### config.mk
export PLATFORM = sky130hd
export DESIGN_NAME = la_rle_compressor
export DESIGN_NICKNAME = d
export VERILOG_FILES = /design/src/rtl/la_rle_compressor.sv
export SDC_FILE = /design/constraint.sdc
export NUM_CORES = 1
export LEC_CHECK = 0
export CORE_UTILIZATION = 30
export CTS_BUF_LIST = sky130_fd_sc_hd__clkbuf_4
export CTS_CLUSTER_DIAMETER = 150
export DETAILED_ROUTE_END_ITERATION = 10
export SYNTH_ARGS = -nofsm -noshare
export SYNTH_HDL_FRONTEND = slang
export SYNTH_SLANG_ARGS = --single-unit
### constraint.sdc
create_clock -name clk_250mhz -period 21.9 [get_ports clk_250mhz]
set_input_delay 3.285 -clock clk_250mhz [delete_from_list [all_inputs] [get_ports clk_250mhz]]
set_output_delay 3.285 -clock clk_250mhz [all_outputs]
set_load 0.005 [all_outputs]
### src/rtl/la_rle_compressor.sv
// -----------------------------------------------------------------------------
// la_rle_compressor
//
// Run-length compressor for a logic-analyser pod. Each cycle one SAMPLE_WIDTH
// word arrives (8 channels x 8 time-ordered sub-samples). While capture_en is
// high, consecutive identical words are merged into a single record
// {word, run length}. The falling edge of capture_en flushes the open run as a
// record tagged rec_last. Records are queued in a FIFO_DEPTH-entry buffer. If
// the buffer is full, the record is dropped, overflow is set and drop_count is
// incremented; both are cleared when the next capture starts.
//
// Parameters
//   SAMPLE_WIDTH : bits per input word (default 64)
//   LEN_WIDTH    : run-length field width, MAXLEN = 2^LEN_WIDTH-1 (default 32)
//   FIFO_DEPTH   : record buffer depth, power of 2, at least 2 (default 8)
//
// Ports
//   clk_250mhz  in   sole clock, rising edge
//   rst         in   synchronous active-high reset
//   samples     in   one sample word per cycle
//   capture_en  in   level: high = compress, falling edge = flush
//   rec_valid   out  a record is at the buffer head
//   rec_ready   in   consumer takes the head record when rec_valid & rec_ready
//   rec_data    out  word value of the head record's run
//   rec_len     out  number of cycles that word persisted (1..MAXLEN)
//   rec_last    out  head record is the flush record of a capture
//   overflow    out  sticky: a record was dropped in the current capture
//   drop_count  out  records dropped in the current capture, saturating
// -----------------------------------------------------------------------------
module la_rle_compressor #(
    parameter int SAMPLE_WIDTH = 64,
    parameter int LEN_WIDTH    = 32,
    parameter int FIFO_DEPTH   = 8
) (
    input  logic                    clk_250mhz,
    input  logic                    rst,
    input  logic [SAMPLE_WIDTH-1:0] samples,
    input  logic                    capture_en,
    output logic                    rec_valid,
    input  logic                    rec_ready,
    output logic [SAMPLE_WIDTH-1:0] rec_data,
    output logic [LEN_WIDTH-1:0]    rec_len,
    output logic                    rec_last,
    output logic                    overflow,
    output logic [15:0]             drop_count
);

    localparam int PTR_W = $clog2(FIFO_DEPTH);
    localparam int CNT_W = $clog2(FIFO_DEPTH) + 1;

    localparam logic [LEN_WIDTH-1:0] LEN_MAX  = {LEN_WIDTH{1'b1}};
    localparam logic [LEN_WIDTH-1:0] LEN_ONE  = {{(LEN_WIDTH-1){1'b0}}, 1'b1};
    localparam logic [PTR_W-1:0]     PTR_ONE  = {{(PTR_W-1){1'b0}}, 1'b1};
    localparam logic [CNT_W-1:0]     CNT_ONE  = {{(CNT_W-1){1'b0}}, 1'b1};
    localparam logic [CNT_W-1:0]     CNT_ZERO = {CNT_W{1'b0}};
    localparam logic [CNT_W-1:0]     CNT_FULL = CNT_W'(FIFO_DEPTH);

    typedef enum logic [0:0] {
        ST_IDLE = 1'b0,
        ST_RUN  = 1'b1
    } state_t;

    // Saturating increment for the 16-bit drop counter.
    function automatic logic [15:0] sat_inc16(input logic [15:0] value);
        if (value == 16'hFFFF) begin
            sat_inc16 = value;
        end else begin
            sat_inc16 = value + 16'd1;
        end
    endfunction

    // ---------------------------------------------------------------------
    // Signals
    // ---------------------------------------------------------------------
    state_t                  state_r;
    state_t                  state_next_s;

    logic [SAMPLE_WIDTH-1:0] cur_word_r;
    logic [LEN_WIDTH-1:0]    run_len_r;

    logic                    capture_start_s;  // IDLE -> RUN transition
    logic                    load_s;           // start a new run with samples
    logic                    extend_s;         // lengthen the open run
    logic                    push_req_s;       // a record is produced this cycle
    logic                    push_last_s;      // that record is the flush record

    logic [SAMPLE_WIDTH-1:0] mem_data_r [FIFO_DEPTH];
    logic [LEN_WIDTH-1:0]    mem_len_r  [FIFO_DEPTH];
    logic                    mem_last_r [FIFO_DEPTH];

    logic [PTR_W-1:0]        wr_ptr_r;
    logic [PTR_W-1:0]        rd_ptr_r;
    logic [CNT_W-1:0]        count_r;

    logic [PTR_W-1:0]        wr_ptr_next_s;
    logic [PTR_W-1:0]        rd_ptr_next_s;
    logic [CNT_W-1:0]        count_next_s;

    logic                    pop_s;
    logic                    full_s;
    logic                    push_ok_s;
    logic                    push_drop_s;

    logic                    rec_valid_r;
    logic [SAMPLE_WIDTH-1:0] rec_data_r;
    logic [LEN_WIDTH-1:0]    rec_len_r;
    logic                    rec_last_r;
    logic                    overflow_r;
    logic [15:0]             drop_count_r;

    logic [SAMPLE_WIDTH-1:0] head_data_s;
    logic [LEN_WIDTH-1:0]    head_len_s;
    logic                    head_last_s;

    // ---------------------------------------------------------------------
    // Capture state machine
    // ---------------------------------------------------------------------

    // State register.
    always_ff @(posedge clk_250mhz) begin
        if (rst) begin
            state_r <= ST_IDLE;
        end else begin
            state_r <= state_next_s;
        end
    end

    // Next-state logic: capture_en alone decides IDLE/RUN.
    always_comb begin
        state_next_s = state_r;
        case (state_r)
            ST_IDLE: begin
                if (capture_en) begin
                    state_next_s = ST_RUN;
                end else begin
                    state_next_s = ST_IDLE;
                end
            end
            ST_RUN: begin
                if (capture_en) begin
                    state_next_s = ST_RUN;
                end else begin
                    state_next_s = ST_IDLE;
                end
            end
            default: begin
                state_next_s = ST_IDLE;
            end
        endcase
    end

    // Output logic: decide whether the run is extended, closed, or flushed.
    always_comb begin
        capture_start_s = 1'b0;
        load_s          = 1'b0;
        extend_s        = 1'b0;
        push_req_s      = 1'b0;
        push_last_s     = 1'b0;
        case (state_r)
            ST_IDLE: begin
                if (capture_en) begin
                    capture_start_s = 1'b1;
                    load_s          = 1'b1;
                end else begin
                    load_s          = 1'b0;
                end
            end
            ST_RUN: begin
                if (capture_en) begin
                    // A saturated run is closed even if the word repeats.
                    if ((samples == cur_word_r) && (run_len_r != LEN_MAX)) begin
                        extend_s   = 1'b1;
                    end else begin
                        push_req_s = 1'b1;
                        load_s     = 1'b1;
                    end
                end else begin
                    // Flush; the sample presented this cycle is discarded.
                    push_req_s  = 1'b1;
                    push_last_s = 1'b1;
                end
            end
            default: begin
                load_s = 1'b0;
            end
        endcase
    end

    // Open-run registers: current word and its length so far.
    always_ff @(posedge clk_250mhz) begin
        if (rst) begin
            cur_word_r <= {SAMPLE_WIDTH{1'b0}};
            run_len_r  <= {LEN_WIDTH{1'b0}};
        end else if (load_s) begin
            cur_word_r <= samples;
            run_len_r  <= LEN_ONE;
        end else if (extend_s) begin
            run_len_r  <= run_len_r + LEN_ONE;
        end else begin
            run_len_r  <= run_len_r;
        end
    end

    // ---------------------------------------------------------------------
    // Record buffer
    // ---------------------------------------------------------------------

    // A full buffer still takes a record when the head leaves on the same
    // edge. rec_valid_r is low whenever the buffer is empty, so a ready on an
    // empty buffer never counts as a pop.
    always_comb begin
        pop_s       = rec_valid_r & rec_ready;
        full_s      = (count_r == CNT_FULL);
        push_ok_s   = push_req_s & (~full_s | pop_s);
        push_drop_s = push_req_s & ~push_ok_s;
    end

    // Next pointer and occupancy values; pointers wrap modulo FIFO_DEPTH.
    always_comb begin
        wr_ptr_next_s = wr_ptr_r;
        rd_ptr_next_s = rd_ptr_r;
        count_next_s  = count_r;
        if (push_ok_s) begin
            wr_ptr_next_s = wr_ptr_r + PTR_ONE;
        end else begin
            wr_ptr_next_s = wr_ptr_r;
        end
        if (pop_s) begin
            rd_ptr_next_s = rd_ptr_r + PTR_ONE;
        end else begin
            rd_ptr_next_s = rd_ptr_r;
        end
        case ({push_ok_s, pop_s})
            2'b10:   count_next_s = count_r + CNT_ONE;
            2'b01:   count_next_s = count_r - CNT_ONE;
            default: count_next_s = count_r;
        endcase
    end

    // Head of the buffer after this edge. When the slot being written this
    // cycle becomes the head, the record bypasses the storage array.
    always_comb begin
        head_data_s = {SAMPLE_WIDTH{1'b0}};
        head_len_s  = {LEN_WIDTH{1'b0}};
        head_last_s = 1'b0;
        if (count_next_s == CNT_ZERO) begin
            head_data_s = {SAMPLE_WIDTH{1'b0}};
        end else if (push_ok_s && (wr_ptr_r == rd_ptr_next_s)) begin
            head_data_s = cur_word_r;
            head_len_s  = run_len_r;
            head_last_s = push_last_s;
        end else begin
            head_data_s = mem_data_r[rd_ptr_next_s];
            head_len_s  = mem_len_r[rd_ptr_next_s];
            head_last_s = mem_last_r[rd_ptr_next_s];
        end
    end

    // Record storage; contents are meaningless outside the occupied window.
    always_ff @(posedge clk_250mhz) begin
        if (push_ok_s) begin
            mem_data_r[wr_ptr_r] <= cur_word_r;
            mem_len_r[wr_ptr_r]  <= run_len_r;
            mem_last_r[wr_ptr_r] <= push_last_s;
        end else begin
            mem_data_r[wr_ptr_r] <= mem_data_r[wr_ptr_r];
        end
    end

    // Pointers, occupancy and the registered head outputs.
    always_ff @(posedge clk_250mhz) begin
        if (rst) begin
            wr_ptr_r    <= {PTR_W{1'b0}};
            rd_ptr_r    <= {PTR_W{1'b0}};
            count_r     <= CNT_ZERO;
            rec_valid_r <= 1'b0;
            rec_data_r  <= {SAMPLE_WIDTH{1'b0}};
            rec_len_r   <= {LEN_WIDTH{1'b0}};
            rec_last_r  <= 1'b0;
        end else begin
            wr_ptr_r    <= wr_ptr_next_s;
            rd_ptr_r    <= rd_ptr_next_s;
            count_r     <= count_next_s;
            rec_valid_r <= (count_next_s != CNT_ZERO);
            rec_data_r  <= head_data_s;
            rec_len_r   <= head_len_s;
            rec_last_r  <= head_last_s;
        end
    end

    // Drop tracking: cleared when a capture starts, sticky within it.
    always_ff @(posedge clk_250mhz) begin
        if (rst) begin
            overflow_r   <= 1'b0;
            drop_count_r <= 16'd0;
        end else if (capture_start_s) begin
            overflow_r   <= 1'b0;
            drop_count_r <= 16'd0;
        end else if (push_drop_s) begin
            overflow_r   <= 1'b1;
            drop_count_r <= sat_inc16(drop_count_r);
        end else begin
            overflow_r   <= overflow_r;
        end
    end

    assign rec_valid  = rec_valid_r;
    assign rec_data   = rec_data_r;
    assign rec_len    = rec_len_r;
    assign rec_last   = rec_last_r;
    assign overflow   = overflow_r;
    assign drop_count = drop_count_r;

endmodule

Word level (Yosys, flattened, before mapping)
Memories as Yosys holds them, arrays and structs flattened. A register that Yosys moved wholly into a read port is not among the register bits.
Index checks and enable logic that the tools add are counted.
{ "word_totals": {"register_bits": 125, "ramBits": 776, "inputBits": 68, "out_inout_bits": 115, "wordCells": 64, "mem_count": 3} }
{ "op_classes": {"n_addsub": 6, "n_eq_ne": 7, "muxes": 20, "bitwise": 9, "n_reduce_logical": 9} }
{ "mem_list": {"columns": ["name", "depth", "width", "read_ports", "rd_ports_with_merged_regs", "wr", "line_no", "source"], "rows": [
  ["mem_data_r", 8, 64, 1, 1, 1, "87", "logic [SAMPLE_WIDTH-1:0] mem_data_r [FIFO_DEPTH];"],
  ["mem_len_r", 8, 32, 1, 1, 1, "88", "logic [LEN_WIDTH-1:0] mem_len_r [FIFO_DEPTH];"],
  ["mem_last_r", 8, 1, 1, 1, 1, "89", "logic mem_last_r [FIFO_DEPTH];"]
]} }
{ "ops": {"columns": ["cell", "n"], "rows": [
  ["equality test 64 bit", 1],
  ["two-way mux 64 bit", 1],
  ["adder 32 x 1 -> 32 bit (second input constant)", 1],
  ["inequality test 32 bit (second input constant)", 1],
  ["adder 16 x 1 -> 16 bit (second input constant)", 1],
  ["equality test 16 bit (second input constant)", 1],
  ["two-way mux 1 bit", 16],
  ["one-hot mux 4 bit (2 select lines)", 1],
  ["adder 3 x 1 -> 3 bit (second input constant)", 2],
  ["OR reduction 2 bit", 3],
  ["adder 4 x 1 -> 4 bit (second input constant)", 1],
  ["equality test 4 bit (second input constant)", 1],
  ["zero test 4 bit", 1],
  ["NOT 1 bit", 4],
  ["AND reduction 2 bit", 2],
  ["nonzero test 4 bit", 1],
  ["subtractor 4 x 1 -> 4 bit (second input constant)", 1],
  ["bitwise AND 1 bit", 3],
  ["two-way mux 3 bit", 1],
  ["equality test 2 x 1 -> 1 bit (second input constant)", 1],
  ["equality test 2 bit (second input constant)", 1],
  ["OR 1 bit", 2],
  ["one-hot mux 1 bit (2 select lines)", 1],
  ["nonzero test 2 bit", 1],
  ["2 further kinds", 2]
]} }

Longest topological paths before layout
{ "logic_depth": {"depth_word": 10, "mapped_depth": 20, "ltp_nobuf": 15} }

Worst setup path after synthesis
Ideal clock, no wire load.
{ "synth_timing": {"path_kind": "input port to flip-flop", "from": "input samples[43]", "to": "memory mem_data_r[0][0] (enable)", "setup_ns": 0.791, "t_arrival_ns": 13.264, "setup_slack_ns": 7.845, "path_stages": 7, "path_buffers": 0, "cell_sequence": "xnor2_1 > nand4_1 > nor4_1 > nand2_1 > o31a_4 > nand2_1 > nor4_1"} }
{ "synth_via": {"elab_chain_cells": 9, "elab_cells_between_ends": 11, "cone_classes": "1 x eq/ne; 6 x mux; 2 x bitwise; 2 x reduce/logical"} }
{ "synth_lines": {"columns": ["element", "line_no", "source"], "rows": [
  ["start: declaration", "37", "input logic [SAMPLE_WIDTH-1:0] samples,"],
  ["equality test 64 bit *", "171", "if ((samples == cur_word_r) && (run_len_r != LEN_MAX)) begin"],
  ["logical AND 1 bit *", "171", null],
  ["two-way mux 1 bit *", "171", null],
  ["two-way mux 1 bit *", "169", "if (capture_en) begin"],
  ["two-way mux 1 bit *", "159", "case (state_r)"],
  ["bitwise AND 1 bit *", "214", "push_ok_s = push_req_s & (~full_s | pop_s);"],
  ["two-way mux 1 bit, on equally long branches", "261, 266", null],
  ["two-way mux 1 bit (not written as such) or AND reduction 2 bit (tied branches)", null, null],
  ["OR 1 bit (no source line) *", null, null],
  ["end: declaration", "87", null]
]} }
Every way passes the cells marked *; elsewhere a longest branch is shown, timed or not.

Worst setup path after layout
{ "layout_timing": {"from": "input samples[1]", "to": "register rec_data_r[39], in the netlist rec_data[39], read port of mem_data_r"} }
{ "layout_via": {"elab_chain_cells": 10, "elab_cells_between_ends": 11, "cone_classes": "3 x eq/ne; 4 x mux; 1 x bitwise; 3 x reduce/logical"} }
{ "layout_lines": {"columns": ["element", "line_no", "source"], "rows": [
  ["equality test 64 bit *", "171", null],
  ["logical AND 1 bit *", "171", null],
  ["two-way mux 1 bit *", "171", null],
  ["two-way mux 1 bit *", "169", null],
  ["two-way mux 1 bit *", "159", null],
  ["bitwise AND 1 bit *", "214", null],
  ["equality test 2 x 1 -> 1 bit or equality test 2 bit (tied branches)", "233", "case ({push_ok_s, pop_s})"],
  ["one-hot mux 4 bit (2 select lines) *", "233", null],
  ["zero test 4 bit *", "246", "if (count_next_s == CNT_ZERO) begin"],
  ["OR reduction 2 bit (no source line) *", null, null],
  ["end: declaration", "105", "logic [SAMPLE_WIDTH-1:0] rec_data_r;"]
]} }
Marks and branches as above.
A chain may end at the register's enable or synchronous reset.

==> flow_summary_export.csv <==
group,metric,value,unit
sta,finalSetupViolations,0,
clocking,cts_tree,"built",
critical_path,crit_type,"in -> reg",
critical_path,cp-start-kind,"primary input",
job,drv_cap,0,
sta,fin_skew,81.7,ps
die,io_pins,183,
critical_path,critPathMaxFanout,54,
clocking,cts_buffers,240,
outcome,status,"complete, no violations",
synth,syn-num-nets,2389,
placement,io_buffers,182,
clocking,cts_hold_buf,0,
sta,max_freq,0.113,GHz
critical_path,r2r-end,"rec_data[39]",
global_routing,grt_pass1_wl,141,mm
critical_path,path_delay_family,"simple AND/OR/NAND/NOR gates",
die,fp.dieH,363,um
final_layout,drive_above_1_share,20.9,%
synth,ys_types,49,
detailed_routing,firstDrtPassIters,7,
final_layout,utilization,36.0,%
critical_path,cp-startpoint,"samples[1]",
final_layout,syn2layout_area_growth,18.4,%
sta,hold_viol,0,
detailed_routing,vias,21531,
sta,fin_crit,8810,ps
final_layout,nets,2727,
synth,synth_edf_count,776,
detailed_routing,avgViaCountPerCell,4.68,
final_layout,num-fill-cells,12277,
power_and_ir_drop,ir_drop,0.0000572,V
clocking,clk_latency,1130,ps
die,core,128000,sq um
clocking,clk_pin_slew,70,ps
worst_hold_path,min-delay-start,"overflow",
detailed_routing,ant_nets,0,
synth,netlist_top_cells_area,"edfxtp_1 (60%), mux2i_1 (12%), dfxtp_1 (11%), mux4_2 (5.6%), nor2_1 (2.1%)",
clocking,ctsHtreeMaxLevel,4,
global_routing,overflow,0,
synth,yosys_warnings,0,
synth,yosysTopAreaCellShare,59.7,%
critical_path,critical_path.max_stage_delay,930,ps
sta,rsz0062_at_grt,"no",
power_and_ir_drop,power_density,95.1,nW/um^2
placement,finalWeightedCongestion,0.770,
synth,syn_area_per_cell,16.9,sq um
sta,relSlewSlack,14.7,%
detailed_routing,drc,0,
synth,yosys-top-cells-count,"edfxtp_1 (776), mux2i_1 (459), dfxtp_1 (222)",
worst_hold_path,hold_class,"reg -> reg",
clocking,cts_root_buffer,"clkbuf_4",
critical_path,r2r_setup_slack,15250,ps
critical_path,crit_end,"rec_data[39]",
clocking,cts_setup_buffers,0,
die,dieArea,131000,sq um
critical_path,crit_top_cell,"nand4_1",
power_and_ir_drop,power.total,4390,uW
sta,fin_setup_tns,0,ps
critical_path,arrival,9730,ps
critical_path,worst-path-stages,16,
critical_path,reg2reg_from,"cur_word_r[56]",
die,rows,131,
detailed_routing,drtIter0Drc,1461,
global_routing,grtUsageTotal,14.7,%
critical_path,crit_buf_inv,3,
critical_path,ff2ff_path_depth,15,
synth,syn_inst,2314,
detailed_routing,routed_wirelength,97.2,mm
synth,synth.yosys.seq_area_share,71.1,%
critical_path,required,22820,ps
die,initial_core_util,30.4,%
clocking,cts.sinks,998,
sta,worst_slew_pin_slew,1280,ps
critical_path,end_kind,"register",
die,die_x,363,um
sta,finalCritPeriodShare,40.2,%
worst_hold_path,min_delay_path_depth,2,
clocking,max-clock-path-buffers,3,
synth,synth-seq-cells,998,
global_routing,first_global_vias,21448,
power_and_ir_drop,power.leakage,0.0179,uW
synth,synth_area,39000,sq um
synth,synth_ff_type,"edfxtp_1",
detailed_routing,wl_per_cell,21.1,um
clocking,cts_resized,0,
critical_path,crit_chain,"clkdlybuf4s50_1 -> xnor2_1 -> nand4_1 -> nor4_1 -> nand3_1 -> o31ai_4 -> nand2_1 -> inv_1 -> ha_1 -> a21o_1 -> a21oi_1 -> nand4_1 -> mux2_4 -> nand3_4 -> buf_4 -> a211oi_1",
global_routing,grt_max_degree,114,
sta,slew_violations,0,
synth,synthArstFlopShare,0,%
critical_path,crit_slowest_cell,"buf_4",
synth,yosys.cell_count.top_type,"edfxtp_1",
synth,synth_area_leader_cell,"edfxtp_1",
global_routing,antenna_found_initial,22,
placement,place_hpwl,54.1,mm
registers in the layout (all words and copies together) (netlist names):
signal and count:
rec_len 32, wr_ptr_r 3, rec_data 64, mem_data_r 512
count_r 4, run_len_r 32, drop_count 16, state_r 1
overflow 1, mem_last_r 8, rd_ptr_r 3, rec_last 1
rec_valid 1, mem_len_r 256, cur_word_r 64
layer usage:
| metal | track usage, % | up-vias | routed length, um |
|---|---|---|---|
| met5 | 0 | - | 160 |
| met4 | 5.43 | 28 | 2110 |
| met3 | 4.82 | 149 | 8220 |
| met2 | 22.9 | 707 | 45000 |
| met1 | 18.9 | 10827 | 41700 |
| li1 | - | 9820 | - |
worst min path at each step:
stage | to | slack (ps)
3_5_place_dp | overflow | 440
3_3_place_gp | overflow | 440
6_report | overflow | 450
4_1_cts | overflow | 450
5_1_grt | overflow | 470
2_1_floorplan | overflow | 440
tightest hold or removal path: cells and delay by family (launching register included):
family          cells  cell delay (ps)
flops               1              310
compound gates      1               50
buf+inv             1               40
cell type report:
class                           count  area, sq um  area share (%)
Antenna cell                        5         12.5          0.0271
Multi-Input combinational cell   1181        10700            23.3
Timing Repair Buffer              223         2140            4.63
Clock buffer                      386         2900            6.27
Tap cell                         1729         2160            4.68
Inverter                            8         30.0          0.0650
Sequential cell                   998        27700            60.1
Clock inverter                     72          453           0.981
report_power, final:
group,switching (uW),leakage (uW),total (uW),internal [uW]
combinational,317,0.00649,630,313
sequential,60.5,0.00938,2170,2110
clock,747,0.00199,1600,851
layout by cell type (no fill, tap or decap), types with 3 or more instances in the layout:
| cell | count |
|---|---|
| o21ai_0 | 9 |
| diode_2 | 5 |
| a21oi_1 | 16 |
| a211oi_2 | 19 |
| clkinv_1 | 47 |
| clkbuf_4 | 386 |
| xor2_1 | 26 |
| a211oi_1 | 81 |
| and2_1 | 5 |
| nand3_1 | 24 |
| inv_6 | 5 |
| xnor2_1 | 77 |
| nor2_1 | 214 |
| dfxtp_1 | 222 |
| inv_1 | 7 |
| clkdlybuf4s50_1 | 181 |
| nor3_2 | 4 |
| edfxtp_1 | 776 |
| a31o_2 | 4 |
| or3_1 | 9 |
| nor4_1 | 10 |
| nor2_4 | 3 |
| nand4_1 | 21 |
| and3_1 | 14 |
| nand2b_1 | 4 |
| ha_1 | 6 |
| mux4_2 | 97 |
| clkinvlp_4 | 3 |
| nand2_1 | 37 |
| mux2i_1 | 458 |
| bufinv_16 | 4 |
| buf_4 | 41 |
| and4_1 | 8 |
| clkinv_2 | 9 |
| nor3_1 | 8 |
stage by stage:
stage | instance area, sq um | hold WS (ps) | worst slack (ps) | std cells
after floorplan | 39000 | 442 | 7850 | 2314
after global placement | 42800 | 437 | 12140 | 4139
after detailed placement | 42800 | 441 | 12020 | 4139
after CTS | 46200 | 452 | 13280 | 4597
after global routing | 46200 | 465 | 12810 | 4600
final | 46200 | 446 | 13090 | 4602
cells by family after synthesis:
| group | after synthesis | synth area share [%] |
|---|---|---|
| simple gates | 373 | 4.36 |
| mux | 557 | 17.4 |
| buf+inv | 135 | 1.65 |
| fa+ha+maj | 7 | 0.244 |
| compound gates | 139 | 2.85 |
| xor+xnor | 105 | 2.36 |
| flops | 998 | 71.1 |
Note: power is estimated with default switching activity, not from simulation.
